[src/rtl/sauria_fp_pkg.sv]
// Shared floating-point definitions for the SAURIA datapath blocks.
// It holds the FP16 and FP32 field widths, the exponent biases, the constants
// used for FP16 -> FP32 widening, the operand class enum, the decoded-lane
// struct and a classification helper.
package sauria_fp_pkg;

    localparam int FP16_EXP_W   = 5;
    localparam int FP16_MAN_W   = 10;
    localparam int FP32_EXP_W   = 8;
    localparam int FP32_MAN_W   = 23;

    localparam int FP16_BIAS    = 15;
    localparam int FP32_BIAS    = 127;
    localparam int BIAS_DELTA   = FP32_BIAS - FP16_BIAS;          // 112
    // A subnormal m * 2^-24 with its MSB at bit p is 1.f * 2^(p-24).
    // Its FP32 biased exponent is therefore p - 24 + 127 = 103 + p.
    localparam int SUB_EXP_BASE = BIAS_DELTA - FP16_MAN_W + 1;    // 103

    localparam logic [31:0] FP32_QNAN = 32'h7FC0_0000;

    localparam int LZ_POS_W = $clog2(FP16_MAN_W);                 // 4

    typedef enum logic [2:0] {
        FP_ZERO,
        FP_SUB,
        FP_NORM,
        FP_INF,
        FP_NAN
    } fp_class_e;

    // One FP16 lane after decode, as held in the first pipeline stage.
    typedef struct packed {
        logic                  sign;
        logic [FP16_EXP_W-1:0] exp;
        logic [FP16_MAN_W-1:0] man;
        logic [LZ_POS_W-1:0]   lz_pos;
        fp_class_e             cls;
    } fp16_dec_t;

    function automatic fp_class_e fp16_classify(input logic [FP16_EXP_W-1:0] exp,
                                                input logic                  man_zero);
        if (exp == '0)
            return man_zero ? FP_ZERO : FP_SUB;
        if (exp == '1)
            return man_zero ? FP_INF : FP_NAN;
        return FP_NORM;
    endfunction

endpackage

[src/rtl/sauria_lzc.sv]
// Combinational leading-one detector.
//   data : input vector
//   pos  : index of the most significant set bit (0 when data is zero)
//   zero : data has no bit set
module sauria_lzc #(
    parameter  int WIDTH = 10,
    localparam int POS_W = (WIDTH > 1) ? $clog2(WIDTH) : 1
) (
    input  logic [WIDTH-1:0] data,
    output logic [POS_W-1:0] pos,
    output logic             zero
);

    // Ascending scan: the last assignment belongs to the highest set bit.
    always_comb begin
        pos = '0;
        for (int i = 0; i < WIDTH; i++)
            if (data[i]) pos = POS_W'(i);
    end

    assign zero = ~|data;

endmodule

[src/rtl/fp16_to_fp32_stream.sv]
// Multi-lane FP16 -> FP32 widening converter with a valid/ready stream interface.
// The conversion is exact. Subnormals are normalised, NaNs are quieted, and
// optional flush-to-zero and canonical-NaN modes are sampled with each beat.
// Pipeline: S1 = decoded lanes, S2 = assembled FP32 result (2-cycle latency).
//   clk_i, rst_i          : clock, synchronous active-high reset
//   in_valid_i/in_ready_o : input handshake; in_data_i lane k = [16k+15:16k]
//   ftz_i, canon_nan_i    : per-beat mode bits
//   out_valid_o/out_ready_i, out_data_o : output handshake, lane k = [32k+31:32k]
//   clr_status_i          : clears the sticky flags (a same-cycle set wins)
//   nan/sub/inf_seen_o    : sticky class flags, updated on output transfers
module fp16_to_fp32_stream
    import sauria_fp_pkg::*;
#(
    parameter int LANES        = 4,
    parameter bit CANON_NAN_EN = 1'b1
) (
    input  logic               clk_i,
    input  logic               rst_i,
    input  logic               in_valid_i,
    output logic               in_ready_o,
    input  logic [16*LANES-1:0] in_data_i,
    input  logic               ftz_i,
    input  logic               canon_nan_i,
    output logic               out_valid_o,
    input  logic               out_ready_i,
    output logic [32*LANES-1:0] out_data_o,
    input  logic               clr_status_i,
    output logic               nan_seen_o,
    output logic               sub_seen_o,
    output logic               inf_seen_o
);

    localparam int STAGES = 2;

    logic [STAGES:1]            vld_pipe;
    logic                       adv1, adv2, out_hs;

    logic [LANES-1:0][15:0]     lane_in;
    logic [LANES-1:0][LZ_POS_W-1:0] lz_pos;
    logic [LANES-1:0]           lz_zero;
    fp16_dec_t [LANES-1:0]      dec;

    fp16_dec_t [LANES-1:0]      s1_q;
    logic                       s1_ftz, s1_canon;
    logic                       s1_nan, s1_sub, s1_inf;
    logic [LANES-1:0][31:0]     asm_d;

    logic [LANES-1:0][31:0]     s2_data;
    logic                       s2_nan, s2_sub, s2_inf;
    logic                       nan_q, sub_q, inf_q;

    // Handshake. The path from out_ready_i to in_ready_o is combinational,
    // so a full pipe accepts a new beat in the same cycle that it drains one.
    assign adv2       = !vld_pipe[2] || out_ready_i;
    assign adv1       = !vld_pipe[1] || adv2;
    assign in_ready_o = adv1;
    assign out_hs     = vld_pipe[2] && out_ready_i;

    assign lane_in = in_data_i;

    // Decode in front of S1
    for (genvar g = 0; g < LANES; g++) begin : g_lane
        sauria_lzc #(.WIDTH(FP16_MAN_W)) u_lzc (
            .data (lane_in[g][FP16_MAN_W-1:0]),
            .pos  (lz_pos[g]),
            .zero (lz_zero[g])
        );
    end

    always_comb begin
        for (int l = 0; l < LANES; l++) begin
            dec[l].sign   = lane_in[l][15];
            dec[l].exp    = lane_in[l][14:10];
            dec[l].man    = lane_in[l][9:0];
            dec[l].lz_pos = lz_pos[l];
            dec[l].cls    = fp16_classify(lane_in[l][14:10], lz_zero[l]);
        end
    end

    // Assembly in front of S2
    function automatic logic [31:0] assemble(input fp16_dec_t l,
                                             input logic      ftz,
                                             input logic      canon);
        logic [FP16_MAN_W-1:0] frac;
        logic [31:0]           res;
        // Shift the leading one out of the 10-bit field. What remains is the
        // fraction below the implicit bit.
        frac = l.man << (LZ_POS_W'(FP16_MAN_W) - l.lz_pos);
        res  = {l.sign, 31'b0};
        case (l.cls)
            FP_SUB:  if (!ftz)
                         res = {l.sign, 8'(SUB_EXP_BASE + int'(l.lz_pos)), frac, 13'b0};
            FP_NORM: res = {l.sign, 8'(BIAS_DELTA + int'(l.exp)), l.man, 13'b0};
            FP_INF:  res = {l.sign, 8'hFF, 23'b0};
            FP_NAN:  res = canon ? FP32_QNAN : {l.sign, 8'hFF, 1'b1, l.man[8:0], 13'b0};
            default: res = {l.sign, 31'b0};
        endcase
        return res;
    endfunction

    always_comb begin
        s1_nan = 1'b0;
        s1_sub = 1'b0;
        s1_inf = 1'b0;
        for (int l = 0; l < LANES; l++) begin
            asm_d[l] = assemble(s1_q[l], s1_ftz, s1_canon);
            s1_nan   = s1_nan | (s1_q[l].cls == FP_NAN);
            s1_sub   = s1_sub | (s1_q[l].cls == FP_SUB);
            s1_inf   = s1_inf | (s1_q[l].cls == FP_INF);
        end
    end

    // Pipeline registers
    always_ff @(posedge clk_i) begin
        if (rst_i) begin
            vld_pipe <= '0;
            s1_q     <= '0;
            s1_ftz   <= 1'b0;
            s1_canon <= 1'b0;
            s2_data  <= '0;
            s2_nan   <= 1'b0;
            s2_sub   <= 1'b0;
            s2_inf   <= 1'b0;
        end else begin
            if (adv1) begin
                vld_pipe[1] <= in_valid_i;
                if (in_valid_i) begin
                    s1_q     <= dec;
                    s1_ftz   <= ftz_i;
                    // When the mode is absent, the register ties off to 0 and is trimmed.
                    s1_canon <= canon_nan_i & CANON_NAN_EN;
                end
            end
            if (adv2) begin
                vld_pipe[2] <= vld_pipe[1];
                if (vld_pipe[1]) begin
                    s2_data <= asm_d;
                    s2_nan  <= s1_nan;
                    s2_sub  <= s1_sub;
                    s2_inf  <= s1_inf;
                end
            end
        end
    end

    // Sticky status. A set from a transferred beat takes priority over the clear.
    always_ff @(posedge clk_i) begin
        if (rst_i) begin
            nan_q <= 1'b0;
            sub_q <= 1'b0;
            inf_q <= 1'b0;
        end else begin
            nan_q <= (nan_q & ~clr_status_i) | (out_hs & s2_nan);
            sub_q <= (sub_q & ~clr_status_i) | (out_hs & s2_sub);
            inf_q <= (inf_q & ~clr_status_i) | (out_hs & s2_inf);
        end
    end

    assign out_valid_o = vld_pipe[2];
    assign out_data_o  = s2_data;
    assign nan_seen_o  = nan_q;
    assign sub_seen_o  = sub_q;
    assign inf_seen_o  = inf_q;

endmodule

[config.mk]
export PLATFORM = sky130hd
export DESIGN_NAME = fp16_to_fp32_stream
export DESIGN_NICKNAME = d
export VERILOG_FILES = /design/src/rtl/sauria_fp_pkg.sv /design/src/rtl/sauria_lzc.sv /design/src/rtl/fp16_to_fp32_stream.sv
export SDC_FILE = /design/constraint.sdc
export NUM_CORES = 1
export LEC_CHECK = 0
export ABC_AREA = 1
export CAP_MARGIN = 10
export CORE_ASPECT_RATIO = 0.7
export CORE_MARGIN = 2
export CORE_UTILIZATION = 42
export DETAILED_ROUTE_END_ITERATION = 10
export PLACE_DENSITY = 0.68
export SLEW_MARGIN = 0
export SYNTH_ARGS = -nofsm -noshare
export SYNTH_HDL_FRONTEND = slang
export SYNTH_SLANG_ARGS = --single-unit
[constraint.sdc]
create_clock -name clk_i -period 1.8 [get_ports clk_i]
set_input_delay 0.27 -clock clk_i [delete_from_list [all_inputs] [get_ports clk_i]]
set_output_delay 0.27 -clock clk_i [all_outputs]
set_load 0.05 [all_outputs]
# After elaboration in Yosys (flattened, before gate mapping)
# Cells that the tools add are included.
[word_totals]
register_bits = 230
word_cells = 188
output_inout_bits = 133
in_bits = 71
[classes]
n_eq_ne = 20
shifts = 4
n_mux = 84
n_bitwise = 19
reduce_logical = 15
addsub = 12
[op_table]
columns = ["op", "n"]
rows = [
  ["$pmux 32 s4", 4],
  ["$mux 32", 4],
  ["$mux 31", 4],
  ["$mux 3", 36],
  ["$reduce_or 10->1", 4],
  ["$shl 10x4->10", 4],
  ["$add 7x4->8 const A", 4],
  ["$add 7x5->8 const A", 4],
  ["$mux 4", 8],
  ["$eq 3x2->1 const B", 8],
  ["$eq 5x5->1 const B", 4],
  ["$logic_not 5->1", 4],
  ["$mux 1", 20],
  ["$mux 2", 8],
  ["$sub 4x4->4 const A", 4],
  ["$eq 3x1->1 const B", 4],
  ["$eq 3x3->1 const B", 4],
  ["$or 1x1->1", 12],
  ["$and 1x1->1", 6],
  ["$reduce_and 2->1", 2],
  ["$logic_not 1->1", 2],
  ["$logic_or 1x1->1", 2],
  ["$logic_and 1x1->1", 1],
  ["$not 1->1", 1],
]

# Depth between registers and ports, before layout
[logic_depth]
ltp_word = 9
mapped_depth = 12
ltp_nobuf = 11

# Modules after synthesis
# Synthesis repeated with hierarchy kept, for this count alone.
[unflattened]
hier_cells = 1490
area_unflattened_um2 = 9673.0
[by_module_without_submodules]
columns = ["module", "seq_area_each_um2", "cells_each", "instances", "area_each_um2"]
rows = [
  ["fp16_to_fp32_stream", 3483.3, 1390, 1, 9217.6],
  ["sauria_lzc", 0.0, 25, 4, 113.9],
]

# Worst setup path after synthesis
# No wires, ideal clock.
[synth_path]
path_kind = "register to register"
startpoint = "register vld_pipe[2] (netlist bit)"
endpoint = "register s1_q[12] (netlist bit)"
synth_period_minus_slack_ns = 1.950
setup_ns = 0.116
t_arrival_ns = 1.834
required_time_ns = 1.684
setup_slack_ns = -0.150
path_buffers = 2
stages_incl_launch_ff = 8
path_cell_list = "dfxtp_1 nand3_2 nand2_2 inv_2 buf_4 buf_2 nor2_1 nor2_1"
[synth_between]
elab_chain_len = 4
[synth_lines]
columns = ["item", "line_no", "rtl"]
rows = [
  ["start: declaration", "fp16_to_fp32_stream.sv:35", "logic [STAGES:1] vld_pipe;"],
  ["$logic_not 1->1", "fp16_to_fp32_stream.sv:54", "assign adv2 = !vld_pipe[2] || out_ready_i;"],
  ["$logic_or 1x1->1", "fp16_to_fp32_stream.sv:54", ""],
  ["$logic_or 1x1->1", "fp16_to_fp32_stream.sv:55", "assign adv1 = !vld_pipe[1] || adv2;"],
  ["named net in_ready_o", "fp16_to_fp32_stream.sv:20", "output logic in_ready_o,"],
  ["$reduce_and 2->1 (no line)", "--", ""],
  ["end signal: assignment", "fp16_to_fp32_stream.sv:117", "s1_q <= '0;"],
  ["end signal: assignment", "fp16_to_fp32_stream.sv:128", "s1_q <= dec;"],
  ["end: declaration", "fp16_to_fp32_stream.sv:43", "fp16_dec_t [LANES-1:0] s1_q;"],
]
# The timed path passes the listed nets, and every way through them passes these cells.
# A chain may end at the register's enable or synchronous reset.

# Final worst setup path
[layout_path]
startpoint = "register s1_q[3] (netlist bit)"
endpoint = "register s2_data, in the netlist out_data_o[18]"
[layout_between]
elab_chain_len = 4
[layout_lines]
columns = ["item", "line_no", "rtl"]
rows = [
  ["$sub 4x4->4", "fp16_to_fp32_stream.sv:88", "frac = l.man << (LZ_POS_W'(FP16_MAN_W) - l.lz_pos);"],
  ["$shl 10x4->10", "fp16_to_fp32_stream.sv:88", ""],
  ["$mux 31", "fp16_to_fp32_stream.sv:91", "FP_SUB: if (!ftz)"],
  ["$pmux 32 s4", "fp16_to_fp32_stream.sv:90", "case (l.cls)"],
  ["end signal: assignment", "fp16_to_fp32_stream.sv:137", "s2_data <= asm_d;"],
  ["end: declaration", "fp16_to_fp32_stream.sv:48", "logic [LANES-1:0][31:0] s2_data;"],
]
# No other way between the ends.

==> flow_summary.toml <==
[synthesis]
synth_top_area_cell = "dfxtp_1"
synth_flop_cell = "dfxtp_1"
synth_cell_types = 43
synth_area_leaders = "dfxtp_1 36%, nand2_1 15%, a21oi_1 7.5%, nand3_1 7.3%, o21ai_0 5.4%"
ys_ff_latch = 174
syn_inst = 1445
synth_top_area_share = 0.364
async_flop_share = 0
ys_warn_count = 0
synth_edf_count = 0
synth_seq_area_share = 0.364
syn_area_um2 = 9570
synth_area_per_cell_um2 = 6.62

[clock_tree]
cts_buffers = 17
worst_skew_pair.late_latency_ns = 0.44
clock-sinks = 174
clkTransAtPathRegs_ns = 0.07
cts_root_buffer = "clkbuf_16"
hold_buffers = 0
clockBufferDepth = 2
h-tree-depth = 4
cts_tree = "yes"

[critical_path]
cp.required_ns = 2.17
worst_path_most_repeated_cell = "nand2_1"
crit_arrival_ns = 2.05
crit_path_start_kind = "flop"
slowest_delay_ns = 0.41
cp_max_fo = 6
slowest_stage = "ha_2"
worst-path-buf-inv = 2
critPathTopFamily = "compound AO/OA/AOI/OAI gates"
critPathKind = "reg2reg"
path_cells = "inv_1 > ha_2 > clkinvlp_2 > o21ai_0 > nand2_1 > o21ai_1 > nand2_1 > a21oi_1"
end_kind = "flop"

[detailed_routing]
firstDrtPassIters = 8
drt_wl_total_um = 27800
drc = 0
final_antenna_net_count = 0
wire_per_inst_um = 14.5
initialDrtViolationCount = 716
dr_total_vias = 9801
via_per_inst = 5.09

[layout]
fin_util = 0.533
syn_to_final_growth_pct = 25.3
fin_nets = 1680
stdcell_count = 1926
drive_gt1_frac = 0.144
antenna_cells = 0
fillers = 2279

[grt]
overflow = 0
grt_max_degree = 71
antenna_found_initial = 1
grt_pass1_vias = 8776
grt_pass1_wl_um = 44800
grt_use_total = 0.233

[timing]
min_period_over_period = 0.932
fmax_ghz = 0.596
rsz0062_at_grt = "false"
setup_viol = 0
finalHoldViolations = 0
setup_ws_ns = 0.122
maxSlewViolCount = 0
fin_skew_ns = 0.0102
fin_crit_ns = 1.68

[floorplan]
start_util = 0.425
dieArea_um2 = 24000
die_w_um = 184
rows = 46
core_um2 = 22500
pin_count = 204
die_height_um = 130

[placed_design]
dp.cells = 1889
hpwl_um = 20700
portBuffers = 151
dp_slack_ns = -0.0101
gp_congestion = 0.871

[power]
p_total_w = 0.0103
irDropWorstVdd_uv = 685
power.leakage_nw = 5.17
power_density_nw_per_um2 = 860

[run]
max-cap-violations = 0

[status]
outcome = "completed"

[worst_hold_path]
hp-class = "in2reg"
[worst paths after layout]
| path | from | to | slack, ns | depth (start not counted) |
|---|---|---|---|---|
| worst max register to register | s1_q[3] | out_data_o[18] | 0.12 | 8 |
| worst max-delay path | s1_q[3] | out_data_o[18] | 0.12 | 8 |
| worst min register to register | s1_q[63] | s1_q[63] | 0.46 | 2 |
| worst min-delay path | rst_i | out_data_o[80] | 0.21 | 2 |
[metal layers]
| layer | routed length, um | vias to the layer above | global-route usage |
|---|---|---|---|
| met4 | 252 | 2 | 0.0569 |
| met3 | 1550 | 28 | 0.0405 |
| li1 | - | 4968 | - |
| met1 | 14000 | 4486 | 0.339 |
| met5 | 16 | - | 0 |
| met2 | 12000 | 317 | 0.358 |
[metrics by stage]
step           setup TNS, ns  cell area, um2  hold slack (ns)
6_report                   0           12000            0.213
5_1_grt                    0           12000            0.220
4_1_cts                    0           11900            0.198
3_5_place_dp         -0.0101           11300            0.443
3_3_place_gp               0           11300            0.440
2_1_floorplan              0            9760            0.412
[cell type report]
cell class	count	area, um2	area share
multi-input cells	1083	5120	0.427
flip-flops and latches	174	3480	0.291
repair buffers	208	1930	0.161
inverters	116	447	0.0372
clock buffers	19	443	0.0369
well taps	312	390	0.0325
clock inverters	13	175	0.0146
repair inverters	1	5.00	0.000417
[sequential cells by signal, summed over array words and instances (netlist names)]
signal,cells
inf_seen_o,1
nan_seen_o,1
out_data_o,72
s1_canon,1
s1_ftz,1
s1_q,92
s2_inf,1
s2_nan,1
s2_sub,1
sub_seen_o,1
vld_pipe,2
[worst reg2reg max path: stages (launching register included)]
cell        delay (ns)
dfxtp_1           0.35
inv_1             0.06
ha_2              0.41
clkinvlp_2        0.20
o21ai_0           0.20
nand2_1           0.07
o21ai_1           0.12
nand2_1           0.07
a21oi_1           0.12
[layout by cell type (no fill, tap or decap), types with 4 or more instances in the layout]
cell type,n
nor3_1,8
nor3_2,4
clkbuf_16,17
buf_6,4
o21ai_0,102
o211ai_1,14
nand3_2,4
nand3_1,140
nor2_4,7
inv_6,6
dfxtp_1,173
o31ai_1,4
dlygate4sd2_1,11
a31oi_1,6
nand2_2,8
buf_4,111
nor2_2,8
ha_1,5
buf_12,13
a21oi_1,144
a22oi_1,8
a211oi_1,9
clkdlybuf4s50_1,69
xnor2_1,4
inv_1,86
nor2_1,118
conb_1,52
o221ai_1,4
o21ai_1,18
inv_2,24
nand2_1,391
[what timing repair did]
item | in CTS | in global routing
resized for setup | 11 | 19
buffers inserted | 0 | 4
endpoints found under the setup margin | 11 | 24
gates cloned | 0 | 1
[Yosys cell counts, types with 3 or more instances]
cell type / n
nand2_1: 393
dfxtp_1: 174
a21oi_1: 144
nand3_1: 140
nor2_1: 122
o21ai_0: 103
inv_1: 89
buf_4: 68
buf_2: 26
clkbuf_1: 26
inv_2: 23
o21ai_1: 17
o211ai_1: 14
a211oi_1: 9
a22oi_1: 8
ha_1: 8
nor3_1: 8
nand2_2: 7
nor2_4: 7
a31oi_1: 6
nand3_2: 4
nor2_2: 4
nor3_2: 4
o221ai_1: 4
o31ai_1: 4
xnor2_1: 4
clkinv_1: 3
o21ai_2: 3
o21bai_1: 3
[kinds of logic after synthesis]
| group | share of synthesized area |
|---|---|
| AO/OA/AOI/OAI | 0.185 |
| buffers and inverters | 0.126 |
| XOR/XNOR | 0.00458 |
| other | 0.000392 |
| AND/OR/NAND/NOR | 0.310 |
| adder cells (fa/ha/maj) | 0.0105 |
| flip-flops | 0.364 |
[power breakdown]
group | total, W | switching, W | internal [W]
sequential | 0.00420 | 0.000162 | 0.00404
clock | 0.00394 | 0.00168 | 0.00226
combinational | 0.00217 | 0.00143 | 0.000742
Power figures use the tool's default switching activity.
